**src/rtl/aer_event_scheduler.sv**
```systemverilog
// aer_event_scheduler: round-robin arbitration of event producers onto the AER link,
// buffered in a FIFO and issued one REQ/ACK cycle at a time.
`default_nettype none

module aer_event_scheduler #(
    parameter int NUM_SRC         = 4,
    parameter int IMAGE_SIZE      = 256,
    parameter int IMAGE_SIZE_BITS = $clog2(IMAGE_SIZE),
    parameter int ADDR_W          = IMAGE_SIZE_BITS + 1,
    parameter int FIFO_DEPTH      = 8,
    parameter int CNT_W           = 16
) (
    input  logic                          CLK,
    input  logic                          RST,
    input  logic                          ENABLE,
    input  logic                          FLUSH,
    input  logic [NUM_SRC-1:0]            SRC_VALID,
    input  logic [NUM_SRC*ADDR_W-1:0]     SRC_ADDR,
    output logic [NUM_SRC-1:0]            SRC_READY,
    input  logic                          AERIN_CTRL_BUSY,
    output logic                          FOUND_NEXT_INDEX,
    output logic [ADDR_W-1:0]             NEXT_INDEX,
    output logic [$clog2(FIFO_DEPTH):0]   FIFO_LEVEL,
    output logic [CNT_W-1:0]              EVT_COUNT,
    output logic                          SCHED_IDLE
);

    localparam int PTR_W = $clog2(NUM_SRC);
    localparam int FA_W  = $clog2(FIFO_DEPTH);
    localparam int LVL_W = FA_W + 1;
    localparam logic [LVL_W-1:0] C_DEPTH = LVL_W'(FIFO_DEPTH);
    localparam logic [1:0]       C_RETRY = 2'd3;

    typedef enum logic [1:0] {
        S_IDLE      = 2'd0,
        S_WAIT_BUSY = 2'd1,
        S_WAIT_DONE = 2'd2
    } state_t;

    state_t                r_state;
    state_t                w_state_nxt;
    logic [PTR_W-1:0]      r_rr_ptr;
    logic [PTR_W-1:0]      w_gnt_idx;
    logic [PTR_W-1:0]      w_cand;
    logic                  w_gnt_any;
    logic                  w_arb_ok;
    logic                  w_push;
    logic                  w_pop;
    logic                  w_restrobe;
    logic [1:0]            r_wait_cnt;
    logic [1:0]            w_wait_cnt_nxt;
    logic [ADDR_W-1:0]     w_src_addr [NUM_SRC];
    logic [ADDR_W-1:0]     r_mem [FIFO_DEPTH];
    logic [FA_W-1:0]       r_wr_ptr;
    logic [FA_W-1:0]       r_rd_ptr;
    logic [LVL_W-1:0]      r_level;
    logic                  r_strobe;
    logic [ADDR_W-1:0]     r_next_index;
    logic [CNT_W-1:0]      r_evt_count;

    generate
        for (genvar gi = 0; gi < NUM_SRC; gi++) begin : g_unpack
            assign w_src_addr[gi] = SRC_ADDR[gi*ADDR_W +: ADDR_W];
        end
    endgenerate

    // Full is judged on the registered level, so a same-cycle pop never admits a push.
    assign w_arb_ok = ENABLE & ~FLUSH & (r_level < C_DEPTH);

    always_comb begin
        w_gnt_any = 1'b0;
        w_gnt_idx = '0;
        w_cand    = '0;
        for (int k = 0; k < NUM_SRC; k++) begin
            w_cand = PTR_W'((int'(r_rr_ptr) + k) % NUM_SRC);
            if (!w_gnt_any && SRC_VALID[w_cand]) begin
                w_gnt_any = 1'b1;
                w_gnt_idx = w_cand;
            end
        end
        if (!w_arb_ok) begin
            w_gnt_any = 1'b0;
        end
    end

    assign SRC_READY = w_gnt_any ? (NUM_SRC'(1) << w_gnt_idx) : '0;
    assign w_push    = w_gnt_any;

    always_ff @(posedge CLK or posedge RST) begin
        if (RST) begin
            r_rr_ptr <= '0;
        end else if (w_push) begin
            r_rr_ptr <= (w_gnt_idx == PTR_W'(NUM_SRC - 1)) ? '0 : w_gnt_idx + PTR_W'(1);
        end
    end

    always_ff @(posedge CLK) begin
        if (w_push) begin
            r_mem[r_wr_ptr] <= w_src_addr[w_gnt_idx];
        end
    end

    always_ff @(posedge CLK or posedge RST) begin
        if (RST) begin
            r_wr_ptr <= '0;
            r_rd_ptr <= '0;
            r_level  <= '0;
        end else if (FLUSH) begin
            r_wr_ptr <= '0;
            r_rd_ptr <= '0;
            r_level  <= '0;
        end else begin
            if (w_push) r_wr_ptr <= r_wr_ptr + FA_W'(1);
            if (w_pop)  r_rd_ptr <= r_rd_ptr + FA_W'(1);
            case ({w_push, w_pop})
                2'b10:   r_level <= r_level + LVL_W'(1);
                2'b01:   r_level <= r_level - LVL_W'(1);
                default: r_level <= r_level;
            endcase
        end
    end

    always_ff @(posedge CLK or posedge RST) begin
        if (RST) begin
            r_state    <= S_IDLE;
            r_wait_cnt <= '0;
        end else begin
            r_state    <= w_state_nxt;
            r_wait_cnt <= w_wait_cnt_nxt;
        end
    end

    // A pop is withheld during FLUSH so the flushed head is never issued.
    always_comb begin
        w_state_nxt    = r_state;
        w_wait_cnt_nxt = r_wait_cnt;
        w_pop          = 1'b0;
        w_restrobe     = 1'b0;
        case (r_state)
            S_IDLE: begin
                if (ENABLE && !FLUSH && (r_level != '0) && !AERIN_CTRL_BUSY) begin
                    w_pop          = 1'b1;
                    w_wait_cnt_nxt = '0;
                    w_state_nxt    = S_WAIT_BUSY;
                end
            end
            S_WAIT_BUSY: begin
                if (AERIN_CTRL_BUSY) begin
                    w_state_nxt = S_WAIT_DONE;
                end else if (r_wait_cnt == C_RETRY) begin
                    w_restrobe     = 1'b1;
                    w_wait_cnt_nxt = '0;
                end else begin
                    w_wait_cnt_nxt = r_wait_cnt + 2'd1;
                end
            end
            S_WAIT_DONE: begin
                if (!AERIN_CTRL_BUSY) begin
                    w_state_nxt = S_IDLE;
                end
            end
            default: w_state_nxt = S_IDLE;
        endcase
    end

    always_ff @(posedge CLK or posedge RST) begin
        if (RST) begin
            r_strobe     <= 1'b0;
            r_next_index <= '0;
            r_evt_count  <= '0;
        end else begin
            r_strobe <= w_pop | w_restrobe;
            if (w_pop) begin
                r_next_index <= r_mem[r_rd_ptr];
                r_evt_count  <= r_evt_count + CNT_W'(1);
            end
        end
    end

    assign FOUND_NEXT_INDEX = r_strobe;
    assign NEXT_INDEX       = r_next_index;
    assign FIFO_LEVEL       = r_level;
    assign EVT_COUNT        = r_evt_count;
    assign SCHED_IDLE       = (r_level == '0) && (r_state == S_IDLE) && !AERIN_CTRL_BUSY;

endmodule

`default_nettype wire

```
**config.mk**
```make
export PLATFORM = sky130hd
export DESIGN_NAME = aer_event_scheduler
export DESIGN_NICKNAME = d
export VERILOG_FILES = /design/src/rtl/aer_event_scheduler.sv
export SDC_FILE = /design/constraint.sdc
export NUM_CORES = 1
export LEC_CHECK = 0
export ABC_AREA = 1
export CAP_MARGIN = 20
export CORE_ASPECT_RATIO = 0.9
export CORE_MARGIN = 5
export CORE_UTILIZATION = 45
export DETAILED_ROUTE_END_ITERATION = 12
export PLACE_DENSITY = 0.73
export SYNTH_ARGS = -nofsm -noshare
export SYNTH_HDL_FRONTEND = slang
export SYNTH_SLANG_ARGS = --single-unit
```
**constraint.sdc**
```tcl
create_clock -name CLK -period 2.1 [get_ports CLK]
set_clock_uncertainty 0.15 [all_clocks]
set_input_delay 0.42 -clock CLK [delete_from_list [all_inputs] [get_ports CLK]]
set_output_delay 0.42 -clock CLK [all_outputs]
set_load 0.005 [all_outputs]
```
==> summary.txt, run 1 <==
STA
  – Final Setup Violations: 157
  – Unrepaired setup endpoints after global routing: true
  – Final Slew Violations: 0
  – Final hold vios: 0
  – Fmax: 0.349 GHz
  – Slew HR: 0.730
  – Least-Margin Pin Slew: 0.404 ns
  – Worst hold margin: 0.213 ns
  – Final WS setup: -0.767 ns
  – Min cycle time layout: 2.87 ns
  – Crit share post-route: 1.37

Global routing
  – All-Layer GR Usage: 0.190
  – First-pass GRT wire length: 21,700 um
  – Vias in the first global route: 4,451
  – Grt total ovfl: 0
  – Antenna violations before repair: 0
  – Largest net degree at the start of global routing: 43

Yosys
  – FFs w/ async S/R, synth: 0.368
  – Top FF cell, synth: edfxtp_1
  – Post-synth cell types: 38
  – Mean post-synth cell area: 10.1 um^2
  – EDFF count, synth: 72
  – Post-Synthesis Cells: 535
  – Synth Area in Compound Gates: 0.124
  – Cell area after synthesis: 5400 um^2
  – Mapped Nets: 590
  – Mux cell area share after synthesis: 0
  – Post-Synth Simple-Gate Area: 0.179
  – #FFs+latches synth: 114
  – Synthesis warning total: 0
  – Main combinational cell family by area after synthesis: simple AND/OR/NAND/NOR gates
  – Synth Area in Adders: 0.0232
  – Post-Synth XOR/XNOR Area: 0.0243
  – Register area share after synthesis: 0.595

Die
  – Overall die area: 14,300 um^2
  – Row count: 38
  – Starting Density: 0.455
  – Die W: 126 um
  – Core ar.: 11,900 um^2
  – Ports: 80
  – Die span in y: 114 um

Flow run
  – Maxcap violations: 0

Setup path
  – Max FO, Critical Path: 7
  – CP endpoint: SRC_READY[2]
  – Reg2Reg Depth: 15
  – RR Startpoint: r_rr_ptr[0]$_DFFE_PP0P_
  – Flop2flop setup slack: -0.57 ns
  – Critical path class: flip-flop to output port
  – Worst path cell trace: inv_4 > nand2_1 > nand2_2 > nand2_1 > and2_1 > nand3b_4 > buf_6 > nand2_4 > nand2_4 > buf_6 > ha_4 > inv_2 > nor2_2 > buf_2
  – Worst path slowest cell: dfrtp_2
  – Peak per-stage delay on the critical path: 0.47 ns
  – Sum of buffers and inverters on the critical path: 5
  – CP top delay family: simple AND/OR/NAND/NOR gates
  – Worst EP arrival: 2.30 ns
  – Critical path depth in cells: 14
  – R2R Path End: r_mem[2][4]$_DFFE_PP_
  – Endpoint kind of the worst setup timing path: output port
  – Worst Setup SP: r_rr_ptr[0]$_DFFE_PP0P_
  – WP data required: 1.53 ns
  – Crit path launch type: flip-flop

Placed design
  – Post-DP Area: 6870 um^2
  – Placer Congestion: 0.814
  – Post-DP HPWL: 8730 um
  – I/O Buffers: 79

Clock network
  – H-tree depth: 4
  – Reg clk slew, reported paths: 0.05 ns
  – Clock Tree Buf Depth: 2
  – Root Buffer: clkbuf_16
  – # clock sinks: 114
  – Clock Latency Late Sink: 0.40 ns
  – CTS tree: built
  – Inserted Clock Buffers: 17

Detailed routing
  – Drt first pass iters: 5
  – Post-DRT Antenna Nets: 0
  – Via count: 4,368
  – Vias per cell: 5.14
  – Initial DRC Count: 346
  – WL final: 13,400 um
  – Wirelength per Cell: 15.7 um
  – Post-route DRC: 0

Power and ir drop
  – Overall power: 0.0116 W
  – Peak supply drop: 1.09 mV
  – P_leak: 3.19 nW
  – Power Density: 1480 nW/um^2

Run status
  – Outcome: finished, violations left
  – Failing checks: setup timing

Cells and area
  – N_diodes: 0
  – Layout cell share with drive strength beyond 1: 0.274
  – Fin nets: 732
  – Area grow syn2layout: 44.2%
  – Final Cell Area: 7790 um^2

Hold path
  – Hold WC Path Type: input port to async pin
## final cells by class
class                      count  area (um^2)
fill                         880         4090
clock inverter                 8         51.3
tap                          160          200
multi-input combinational    353         2170
inverter                      46          193
clock buffer                  24          503
sequential                   114         3210
timing repair buffer         145         1470
## layer usage
metal,wire [um],vias to the layer above,global-route usage
li1,-,2119,-
met1,5650,2072,0.238
met2,6850,157,0.337
met3,714,20,0.0417
met4,166,0,0.0491
met5,0,-,0
## per-stage QoR
stage / worst slack (ns) / setup TNS, ns / util / std cells
after global routing: -0.875 / -79.84 / 0.656 / 850
final: -0.767 / -62.10 / 0.656 / 850
after CTS: -0.706 / -44.05 / 0.641 / 845
after floorplan: -0.140 / -3.77 / - / 535
after global placement: -1.01 / -110.79 / 0.578 / 804
after detailed placement: -1.18 / -130.51 / 0.578 / 804
## tightest hold or removal path: cells and delay by family
family,cells,cell delay (ns)
buffers and inverters,3,0.71
## layout by cell type, fill, tap and decap left out, types with 6 or more instances in the layout
cell             netlist  routed
buf_12                 0      12
buf_4                  0      44
buf_6                  4       8
clkbuf_16              0      19
clkdlybuf4s50_1        0      73
dfrtp_1               42      41
edfxtp_1              72      72
inv_1                 39      32
inv_2                  3       7
nand2_1               69      56
nand2_2               11      16
nand2_4                4      12
nand3_1               14      11
nand3_2                3       6
nor2_1                81      69
nor2_2                 1       9
nor2_4                 2       6
o21ai_0               74      60
o21ai_1                8      21
o22ai_1               27      18
o22ai_2                1       9
or2_0                  9       8
xnor2_1                7       7
xor2_1                 8       8
## cells by family after synthesis
group,count (synthesis)
AO/OA/AOI/OAI,122
XOR/XNOR,15
adder cells (fa/ha/maj),10
buffers and inverters,68
flip-flops,114
AND/OR/NAND/NOR,206
## power breakdown
group          switching (W)  total, W  internal (W)
registers           0.000211   0.00362       0.00341
logic                0.00286   0.00531       0.00245
clock network       0.000961   0.00263       0.00167
total                0.00403    0.0116       0.00753
## worst min-delay path by stage
stage / startpoint / to / cells past startpoint
final: RST / FIFO_LEVEL[2]$_DFFE_PP0P_ / 3
after global routing: RST / FIFO_LEVEL[2]$_DFFE_PP0P_ / 3
after global placement: EVT_COUNT[15]$_DFFE_PP0P_ / EVT_COUNT[15]$_DFFE_PP0P_ / 1
after detailed placement: EVT_COUNT[15]$_DFFE_PP0P_ / EVT_COUNT[15]$_DFFE_PP0P_ / 1
after CTS: RST / FIFO_LEVEL[2]$_DFFE_PP0P_ / 3
after floorplan: r_state[0]$_DFFE_PP0P_ / r_state[1]$_DFFE_PP0P_ / 1
## synthesized netlist by cell type, types with 2 or more instances
| master | n | area (um^2) |
|---|---|---|
| o22ai_1 | 27 | 169 |
| clkinv_2 | 2 | 10.0 |
| o21ai_2 | 2 | 17.5 |
| nor2_1 | 81 | 304 |
| dfrtp_1 | 42 | 1050 |
| or2_0 | 9 | 56.3 |
| o21a_1 | 2 | 15.0 |
| edfxtp_1 | 72 | 2160 |
| nor2_4 | 2 | 22.5 |
| nand2_4 | 4 | 45.0 |
| xor2_1 | 8 | 70.1 |
| nand2_1 | 69 | 259 |
| inv_2 | 3 | 11.3 |
| o21ai_1 | 8 | 40.0 |
| inv_1 | 39 | 146 |
| buf_2 | 3 | 15.0 |
| nand4_1 | 5 | 31.3 |
| nand3_1 | 14 | 70.1 |
| xnor2_1 | 7 | 61.3 |
| o21ai_0 | 74 | 370 |
| clkbuf_1 | 14 | 52.6 |
| nand3_2 | 3 | 30.0 |
| a21oi_1 | 7 | 35.0 |
| ha_1 | 10 | 125 |
| nand2_2 | 11 | 68.8 |
| buf_6 | 4 | 45.0 |
| nor3_1 | 2 | 10.0 |
## registers in the layout (all words and copies together) (netlist names)
register	count
r_wr_ptr	3
r_state	2
FIFO_LEVEL	4
NEXT_INDEX	9
EVT_COUNT	16
r_rr_ptr	2
r_mem	72
FOUND_NEXT_INDEX	1
r_wait_cnt	2
r_rd_ptr	3
## what timing repair did
item,CTS,global route
gates cloned,0,1
hold buffers,0,0
setup buffers,10,8
pin swaps,16,22
gates resized for setup,47,47
endpoints found under the setup margin,162,161
No activity file was read; power rests on OpenSTA's default activity.
==> run 2: changes to the inputs <==
--- a/config.mk
+++ b/config.mk
@@ -8,7 +8,7 @@
 export ABC_AREA = 1
 export CAP_MARGIN = 20
 export CORE_ASPECT_RATIO = 0.9
-export CORE_MARGIN = 5
+export CORE_MARGIN = 2
 export CORE_UTILIZATION = 45
 export DETAILED_ROUTE_END_ITERATION = 12
 export PLACE_DENSITY = 0.73
==> run 2 against run 1 <==
The flow still finishes with violations (setup timing). Sequential share of layout area shrank 1.3 points. Count of clock-buffer cells in the layout shrank 7. Combinational power up 18%. Register-to-register slack gained 0.03 ns. Clock power about the same. Total power increased by 8.0%. Critical path type unchanged. Critical endpoint unchanged.
==> summary.txt, run 2 (synthesis gave the netlist of run 1 again) <==
Setup path
  – Max FO, Critical Path: 5
  – Critical path class: flip-flop to output port
  – WP data required: 1.53 ns
  – Crit path launch type: flip-flop
  – Worst EP arrival: 2.34 ns
  – Endpoint kind of the worst setup timing path: output port

Placed design
  – Post-DP HPWL: 8800 um
  – Placer Congestion: 0.808
  – I/O Buffers: 79

Detailed routing
  – Via count: 4,527
  – Drt first pass iters: 5
  – Post-DRT Antenna Nets: 0
  – Wirelength per Cell: 16.2 um
  – WL final: 14,100 um
  – Initial DRC Count: 278
  – Vias per cell: 5.21
  – Post-route DRC: 0

Power and ir drop
  – P_leak: 3.29 nW
  – Overall power: 0.0125 W
  – Power Density: 1550 nW/um^2
  – Peak supply drop: 1.41 mV

Cells and area
  – N_diodes: 0
  – Top reg by flops: r_mem
  – Most frequent cells in the layout: clkdlybuf4s50_1, edfxtp_1, nor2_1
  – Max reg flops: 72
  – Layout cell share with drive strength beyond 1: 0.323
  – Fin nets: 755
  – Commonest non-fill, non-tap cell in the layout: clkdlybuf4s50_1
  – Area grow syn2layout: 49.0%

Die
  – Core ar.: 11,600 um^2
  – Overall die area: 12,900 um^2
  – Die span in y: 108 um
  – Ports: 80
  – Die W: 120 um
  – Starting Density: 0.467
  – Row count: 37

STA
  – Final Slew Violations: 0
  – Fmax: 0.344 GHz
  – Final WS setup: -0.809 ns
  – Final hold vios: 0
  – Crit share post-route: 1.39
  – Slew HR: 0.717
  – Worst hold margin: 0.232 ns
  – Unrepaired setup endpoints after global routing: true
  – Min cycle time layout: 2.91 ns
  – Least-Margin Pin Slew: 0.424 ns
  – Final Setup Violations: 157

Clock network
  – Root Buffer: clkbuf_16
  – CTS tree: built
  – Inserted Clock Buffers: 17
  – Hold Buf Count CTS: 0
  – # clock sinks: 114
  – Clock Tree Buf Depth: 2
  – H-tree depth: 4
  – Reg clk slew, reported paths: 0.06 ns
  – Clock Latency Late Sink: 0.41 ns

Global routing
  – Grt total ovfl: 0
  – Largest net degree at the start of global routing: 43
  – All-Layer GR Usage: 0.223
  – Vias in the first global route: 4,622
  – First-pass GRT wire length: 22,100 um
  – Antenna violations before repair: 0

Flow run
  – Maxcap violations: 0

Hold path
  – Hold WC Path Type: input port to async pin

Run status
  – Failing checks: setup timing
  – Outcome: finished, violations left
-- run 2: cell count changes in the layout (fill, tap and decap cells not counted), moves of 5 or more --
cell	change
o21ai_2	+7
inv_6	+7
buf_6	+13
buf_12	-7
buf_4	+18
nand2_2	+5
-- run 2: repair_timing --
action                                  4_1_cts  5_1_grt
endpoints found under the setup margin      158      162
gates resized for setup                      83       60
pin swaps                                    25       27
gates cloned                                  0        0
setup buffers                                28        6
hold endpoints to repair                      0        0
-- run 2: path summary, 6_finish.rpt --
path	start	end	slack (ns)	cells after the start
max	r_rr_ptr[0]$_DFFE_PP0P_	SRC_READY[2]	-0.81	15
min	RST	EVT_COUNT[9]$_DFFE_PP0P_	0.23	3
max reg2reg	r_rr_ptr[0]$_DFFE_PP0P_	r_mem[7][5]$_DFFE_PP_	-0.54	15
min reg2reg	EVT_COUNT[15]$_DFFE_PP0P_	EVT_COUNT[15]$_DFFE_PP0P_	0.32	1
max in group asynchronous	RST	r_rr_ptr[0]$_DFFE_PP0P_	1.34	3
min in group CLK	EVT_COUNT[15]$_DFFE_PP0P_	EVT_COUNT[15]$_DFFE_PP0P_	0.32	1
-- run 2: power by group --
part	total (W)	leakage (nW)	switching [W]	internal [W]
logic	0.00625	1.83	0.00332	0.00293
clock network	0.00263	0.255	0.00109	0.00154
registers	0.00360	1.20	0.000194	0.00341
-- run 2: area by class of cell --
| type | count | area [um^2] |
|---|---|---|
| clock buffer | 17 | 425 |
| fill | 821 | 3520 |
| tap | 156 | 195 |
| timing repair buffer | 168 | 1590 |
| clock inverter | 15 | 125 |
| sequential | 114 | 3220 |
| inverter | 46 | 195 |
| multi-input combinational | 353 | 2300 |
-- run 2: metrics by stage --
step | setup TNS (ns) | util | std cells | setup WS (ns) | cell area, um^2
floorplan | -3.77 | - | 535 | -0.140 | 5500
global placement | -117.72 | 0.593 | 808 | -1.01 | 6860
detailed placement | -132.58 | 0.593 | 808 | -1.11 | 6860
CTS | -63.15 | 0.679 | 867 | -0.791 | 7850
global route | -86.33 | 0.696 | 869 | -0.889 | 8050
finish | -73.49 | 0.696 | 869 | -0.809 | 8050
-- run 2: worst max-delay path, stage by stage, from the launching register on --
cell and delay (ns):
dfrtp_2 0.46, buf_6 0.15, nand2_2 0.07, nand2_2 0.07, nand2_2 0.09, nand2_2 0.08
nor2_4 0.16, nand3b_4 0.12, buf_6 0.14, nand2_4 0.08, nand2_8 0.07, buf_6 0.12
ha_4 0.14, inv_2 0.04, nor2_2 0.03, buf_2 0.12
-- run 2: per-layer routing --
layer	share of wire	wire length, um	GRT usage
met3	0.067	940	0.0591
met2	0.51	7130	0.397
met1	0.41	5710	0.267
met5	0	0	0
met4	0.019	264	0.0664
==> edit 1: new RTL, config.mk and constraints of run 1 <==
Register the output `FIFO_LEVEL` once more, cleared by the reset; this adds one clock of latency there. The other outputs are not delayed to match.
--- a/src/rtl/aer_event_scheduler.sv
+++ b/src/rtl/aer_event_scheduler.sv
@@ -180,5 +180,11 @@
     assign FOUND_NEXT_INDEX = r_strobe;
     assign NEXT_INDEX       = r_next_index;
-    assign FIFO_LEVEL       = r_level;
+    always_ff @(posedge CLK or posedge RST) begin
+        if (RST) begin
+            FIFO_LEVEL <= '0;
+        end else begin
+            FIFO_LEVEL <= r_level;
+        end
+    end
     assign EVT_COUNT        = r_evt_count;
     assign SCHED_IDLE       = (r_level == '0) && (r_state == S_IDLE) && !AERIN_CTRL_BUSY;
Check against the original RTL: not equivalent (Yosys sat finds a counterexample within 4 cycles, from zero or initial values and one cycle with RST high).
==> edit 1 against run 1 <==
  * The run still ends with setup timing left
  * Total power decreased by 0.67%
  * Die area is 0.89% higher
  * Sequential power increased by 3%
  * Area after synthesis up 0.97%
  * Critical path depth grew 1
  * Cell area up 1.3%
  * Register-to-register slack gained 120 ps
  * Setup slack better by 38 ps
  * Sequential cell count increased by 4
  * Sequential share of layout area up 0.76 points
  * Count of clock-buffer cells in the layout down 2
  * Wire length is 4.9% higher
  * Global-route usage increased by 0.34 points
  * Critical path type unchanged
  * Critical endpoint is now SRC_READY[3]
==> edit 1: results (changes against run 1) <==
Run status
  – Status: finished with violations
  – Failing checks: setup timing

Placement
  – HPWL Detailed: 9.08 mm (+4.0%)
  – Routability cong.: 0.867 (+6.5%)
  – Placed inst area: 6840 µm² (-0.38%)
  – Placed insts: 805 (+0.12%)
  – Setup Slack @ Placement: -1170 ps (+9.56 ps)

Final layout
  – Finished Layout Cells: 853 (+0.35%)
  – Max reg flops: 72 (unchanged)
  – Multi-input logic area: 2190 µm² (+1.2%)
  – Share of cells above drive strength 1: 26.8% (-0.55 points)
  – Fill cells: 919 (+4.4%)

Worst setup path
  – Crit path to: SRC_READY[3]
  – Delay of the slowest critical-path stage: 440 ps (-30 ps)
  – CP endpoint kind: output port
  – FF-to-FF setup slack: -450 ps (+120 ps)
  – Critical path origin: r_rr_ptr[0]
  – R2R Path End: r_mem[3][1]
  – Highest net fanout along the worst path: 4 (-3)

Yosys
  – Yosys cell types: 34 (-11%)
  – Top cells by area, synth: edfxtp_1 (40%), dfrtp_1 (21%), o21ai_0 (6.3%), nor2_1 (5.6%), nand2_1 (4.8%)
  – Top cells by count, synth: nor2_1 (81), edfxtp_1 (72), nand2_1 (70)
  – Ys async rst share: 39.0% (+2.1 points)
  – Sequential area share after synthesis: 60.7% (+1.3 points)
  – Avg Synthesized Cell Area: 10.2 µm² (+0.78%)
  – Syn_nets: 591 (+0.17%)

GRT
  – Largest net degree at the start of global routing: 38 (-12%)
  – Vias in the first global route: 4560 (+2.4%)
  – Total Routing Usage GR: 19.4% (+0.34 points)
  – Global-route wire length before repair: 22.0 mm (+1.2%)

Clock tree
  – Clock Pin Slew Worst Setup and Hold Paths: 50 ps (about the same)

Timing
  – Max transition margin: 69.8% (-3.2 points)
  – Final setup viols: 157 (unchanged)
  – PnR worst setup slack: -730 ps (+37.8 ps)

Drt
  – Vias/cell: 5.19 (+0.97%)
  – Detailed Route Iter0 Violations: 369 (+6.6%)
  – Total Wirelength: 14.0 mm (+4.9%)

Pwr
  – Worst ir drop on vdd: 1.57 mV (+43%)
  – Leak pwr: 3.29 nW (+3.0%)

Hold path
  – Hold/Removal Path Class: in -> async
==> edit 1: cell types whose count changed after synthesis, moves of 2 or more <==
| cell | change |
|---|---|
| dfrtp_1 | +4 |
| o21ai_0 | -5 |
| nand2_2 | -7 |
| buf_6 | -2 |
| o21ai_1 | +8 |
| inv_4 | +2 |
| clkinv_2 | -2 |
| nand2_4 | +2 |
| inv_1 | +3 |
| buf_2 | +2 |
==> edit 1: cell families (layout without fill, tap and decap cells) <==
kind of cell | after synthesis | count (layout) | synth area share, %
xor+xnor | 15 | 15 | 2.41
simple gates | 199 | 199 | 16.8
flops | 118 | 118 | 60.7
compound gates | 125 | 125 | 12.5
fa+ha+maj | 10 | 10 | 2.29
buf+inv | 69 | 226 | 5.30
==> edit 1: repair_timing <==
| item | in CTS | in global routing |
|---|---|---|
| buffers inserted | 12 | 4 |
| resized for setup | 64 | 45 |
| gates cloned | 0 | 0 |
| setup endpoints to repair | 160 | 175 |
| pin swaps | 16 | 20 |
==> edit 1: worst min path at each step <==
stage               start       endpoint  slack (ps)  cells after the start
6_report              RST   EVT_COUNT[8]          90                      2
5_1_grt               RST   EVT_COUNT[8]         110                      2
4_1_cts               RST   EVT_COUNT[8]         100                      2
3_5_place_dp   r_level[3]  FIFO_LEVEL[3]         270                      0
3_3_place_gp   r_level[3]  FIFO_LEVEL[3]         270                      0
2_1_floorplan  r_level[3]  FIFO_LEVEL[3]         240                      0
==> edit 1: stage by stage <==
stage                     setup TNS [ps]  hold WS, ps
final                             -59390         94.1
after global routing              -74640          112
after CTS                         -52620         96.7
after detailed placement         -140180          274
after global placement           -122010          271
after floorplan                    -8970          245
==> edit 1: metal layers <==
layer  global-route usage, %  share of wire [%]  wire length [µm]
met2                    32.4                 49              6890
met3                    4.76                7.5              1050
met5                       0                  0                 0
met1                    23.7                 41              5740
met4                    9.29                2.5               350
==> edit 1: critical path, delay by kind of cell (launching register included) <==
kind            cells  cell delay (ps)
simple gates        8              640
buf+inv             5              510
compound gates      1              130
flops               1              440
fa+ha+maj           1              120
==> edit 1: final cells by class <==
cell class,instances,area share (%)
clock buffers,22,5.63
clock inverters,10,1.95
inverters,47,2.52
multi-input cells,349,27.8
flip-flops and latches,118,42.0
well taps,160,2.54
repair buffers,147,17.6
==> edit 1: report_power, final <==
| part | internal (mW) | total, mW | switching [mW] |
|---|---|---|---|
| clock | 1.97 | 2.94 | 0.966 |
| sequential | 3.49 | 3.72 | 0.228 |
| combinational | 2.08 | 4.82 | 2.74 |
| total | 7.55 | 11.5 | 3.93 |
==> edit 2: new RTL, config.mk and constraints of run 1 <==
Without the edit above. Change the parameter `IMAGE_SIZE` from 256 to 128.
--- a/src/rtl/aer_event_scheduler.sv
+++ b/src/rtl/aer_event_scheduler.sv
@@ -5,5 +5,5 @@
 module aer_event_scheduler #(
     parameter int NUM_SRC         = 4,
-    parameter int IMAGE_SIZE      = 256,
+    parameter int IMAGE_SIZE      = 128,
     parameter int IMAGE_SIZE_BITS = $clog2(IMAGE_SIZE),
     parameter int ADDR_W          = IMAGE_SIZE_BITS + 1,
Ports: changed (resized NEXT_INDEX and SRC_ADDR); port bits go from 80 to 75. No check against the original RTL was run, so the function may have changed too.
==> edit 2 against run 1 <==
  * Largest power group unchanged
  * Area after synthesis down 7.6%
  * Cell area down 8.7%
  * Largest cell class unchanged
  * Setup slack better by 26 ps
  * Non-clock buffer count down 4
  * The run still ends with setup timing left
  * Wire length down 13%
  * Sequential cell count down 9
  * First-iteration DRC count down 8.4%
  * Combinational power down 9.4%
  * Register-to-register slack worse by 20 ps
  * Total power down 15%
==> edit 2: results (changes against run 1) <==
Timing
  – PnR worst setup slack: -741 ps (+26.0 ps)
  – Worst Tran Pin Value: 572 ps (+168 ps)
  – Final setup viols: 141 (-10%)
  – Setup_tns: -70950 ps (-8850 ps)

Yosys
  – Ys Warns: 0 (unchanged)
  – Sequential area share after synthesis: 59.0% (-0.43 points)
  – Top cells by area, synth: edfxtp_1 (38%), dfrtp_1 (21%), o21ai_0 (5.8%), nand2_1 (5.7%), nor2_1 (4.8%)
  – Top cells by count, synth: nand2_1 (76), edfxtp_1 (64), nor2_1 (64)
  – Ys async rst share: 39.0% (+2.2 points)
  – Post-synth EDFFs: 64 (-11%)
  – Yosys cell types: 40 (+5.3%)
  – Syn_nets: 546 (-7.5%)

Worst setup path
  – Crit path to: SRC_READY[0]
  – Delay of the slowest critical-path stage: 490 ps (+20 ps)
  – Reg2reg path depth: 14 (-1)
  – R2R Path End: r_mem[5][3]
  – Highest net fanout along the worst path: 5 (-2)
  – Worst r2r src: r_rr_ptr[0]
  – FF-to-FF setup slack: -590 ps (-20 ps)
  – CP max stage cell: dfrtp_2
  – Startpoint types: flip-flop
  – CP delay by family, top: simple AND/OR/NAND/NOR gates

Placement
  – HPWL Detailed: 7.74 mm (-11%)
  – Routability cong.: 0.807 (-0.91%)
  – IO buf count: 74 (-6.3%)
  – Setup Slack @ Placement: -1080 ps (+100 ps)

Clock tree
  – CTS HTree Levels: 3 (-1)
  – Total CTS buffers: 9 (-8)
  – Clock Pin Slew Worst Setup and Hold Paths: 80 ps (+30 ps)
  – Worst skew pair latency: 350 ps (-50 ps)
  – Root buffer cell: clkbuf_16

Pwr
  – Leak pwr: 2.93 nW (-8.2%)
  – Worst ir drop on vdd: 1.51 mV (+39%)

GRT
  – Largest net degree at the start of global routing: 42 (-2.3%)
  – Total Routing Usage GR: 17.9% (-1.1 points)
  – Global-route wire length before repair: 18.8 mm (-13%)
  – Vias in the first global route: 4073 (-8.5%)

Drt
  – Detailed Route Iter0 Violations: 317 (-8.4%)
  – First-pass DRT Iterations: 5 (unchanged)
  – Total Wirelength: 11.6 mm (-13%)
  – Via total after detailed routing: 4010 (-8.2%)

Hold path
  – Hold/Removal Path Class: in -> async

Run status
  – Failing checks: setup timing
  – Status: finished with violations

Final layout
  – Final net count: 681 (-7.0%)
  – Max reg flops: 64 (-11%)
  – Fill cells: 800 (-9.1%)
  – Share of cells above drive strength 1: 27.9% (+0.48 points)
## edit 2: changes by cell type in the layout (fill, tap and decap cells not counted), moves of 7 or more
cell       before  now
clkbuf_16      19    9
buf_4          44   51
or2_0           8    0
inv_1          32   39
o21ai_0        60   41
o21ai_2         3   12
or2_1           1    8
o211ai_1        0    9
edfxtp_1       72   64
o22ai_1        18    8
o21ai_1        21    7
nor2_1         69   53
o221ai_1        0    8
## edit 2: cell families after synthesis
family,share of synthesized area (%)
xor gates and xnor gates,2.28
and+or+nand+nor,17.7
DFF,59.0
buffers and inverters,5.79
AOI/OAI and AO/OA,12.7
adders and majority gates,2.51
## edit 2: layer usage
layer / wire length (µm) / up-vias / track usage (%) / part of all wire (%)
met1: 4940 / 1890 / 23.0 / 43
met2: 5660 / 137 / 30.4 / 49
met4: 235 / 0 / 5.50 / 2.0
met3: 746 / 20 / 4.01 / 6.4
met5: 0 / - / 0 / 0
li1: - / 1963 / - / -
## edit 2: cell type report
cell class / instances / area, µm² / area share (%)
Sequential cell: 105 / 2950 / 41.5
Multi-Input combinational cell: 323 / 2110 / 29.6
Timing Repair Buffer: 141 / 1350 / 19.0
Clock buffer: 9 / 225 / 3.17
Inverter: 50 / 203 / 2.85
Tap cell: 152 / 190 / 2.67
Clock inverter: 7 / 90.1 / 1.27
## edit 2: how the worst min path moves through the flow
| stage | to | slack, ps | from | cells past startpoint |
|---|---|---|---|---|
| final | FIFO_LEVEL[2] | 290 | RST | 3 |
| after CTS | FIFO_LEVEL[2] | 290 | RST | 3 |
| after detailed placement | NEXT_INDEX[3] | 320 | NEXT_INDEX[3] | 2 |
| after floorplan | r_state[1] | 290 | r_state[0] | 1 |
| after global placement | r_state[1] | 300 | r_state[0] | 1 |
| after global routing | r_rd_ptr[1] | 310 | FLUSH | 3 |
## edit 2: repair_timing
item | CTS | global route
pin swaps | 26 | 15
endpoints found under the setup margin | 141 | 151
resized for setup | 71 | 47
hold buffers | 0 | 0
setup buffers | 14 | 5
cloned | 2 | 0
## edit 2: per-stage QoR
stage	area [µm²]	std cells
final	7110	787
after global routing	7110	787
after CTS	6920	783
after detailed placement	6350	755
after global placement	6350	755
after floorplan	5060	495
## edit 2: report_power, final
group          leakage [nW]  total [mW]  internal, mW  switching, mW
clock network         0.156        1.75         0.961          0.790
logic                  1.66        4.81          2.12           2.69
registers              1.11        3.28          3.09          0.193
total                  2.93        9.84          6.17           3.68
## edit 2: worst reg2reg max path: stages (launching register included)
cell and delay (ps):
dfrtp_2 490, buf_16 160, nand2_2 70, nand2_4 60
nand2_2 90, nand2_4 70, nor2_4 110, nand3b_1 160
nand2_2 130, nand2_4 90, buf_6 130, buf_4 120
buf_2 170, o21ai_1 240, o22ai_4 150
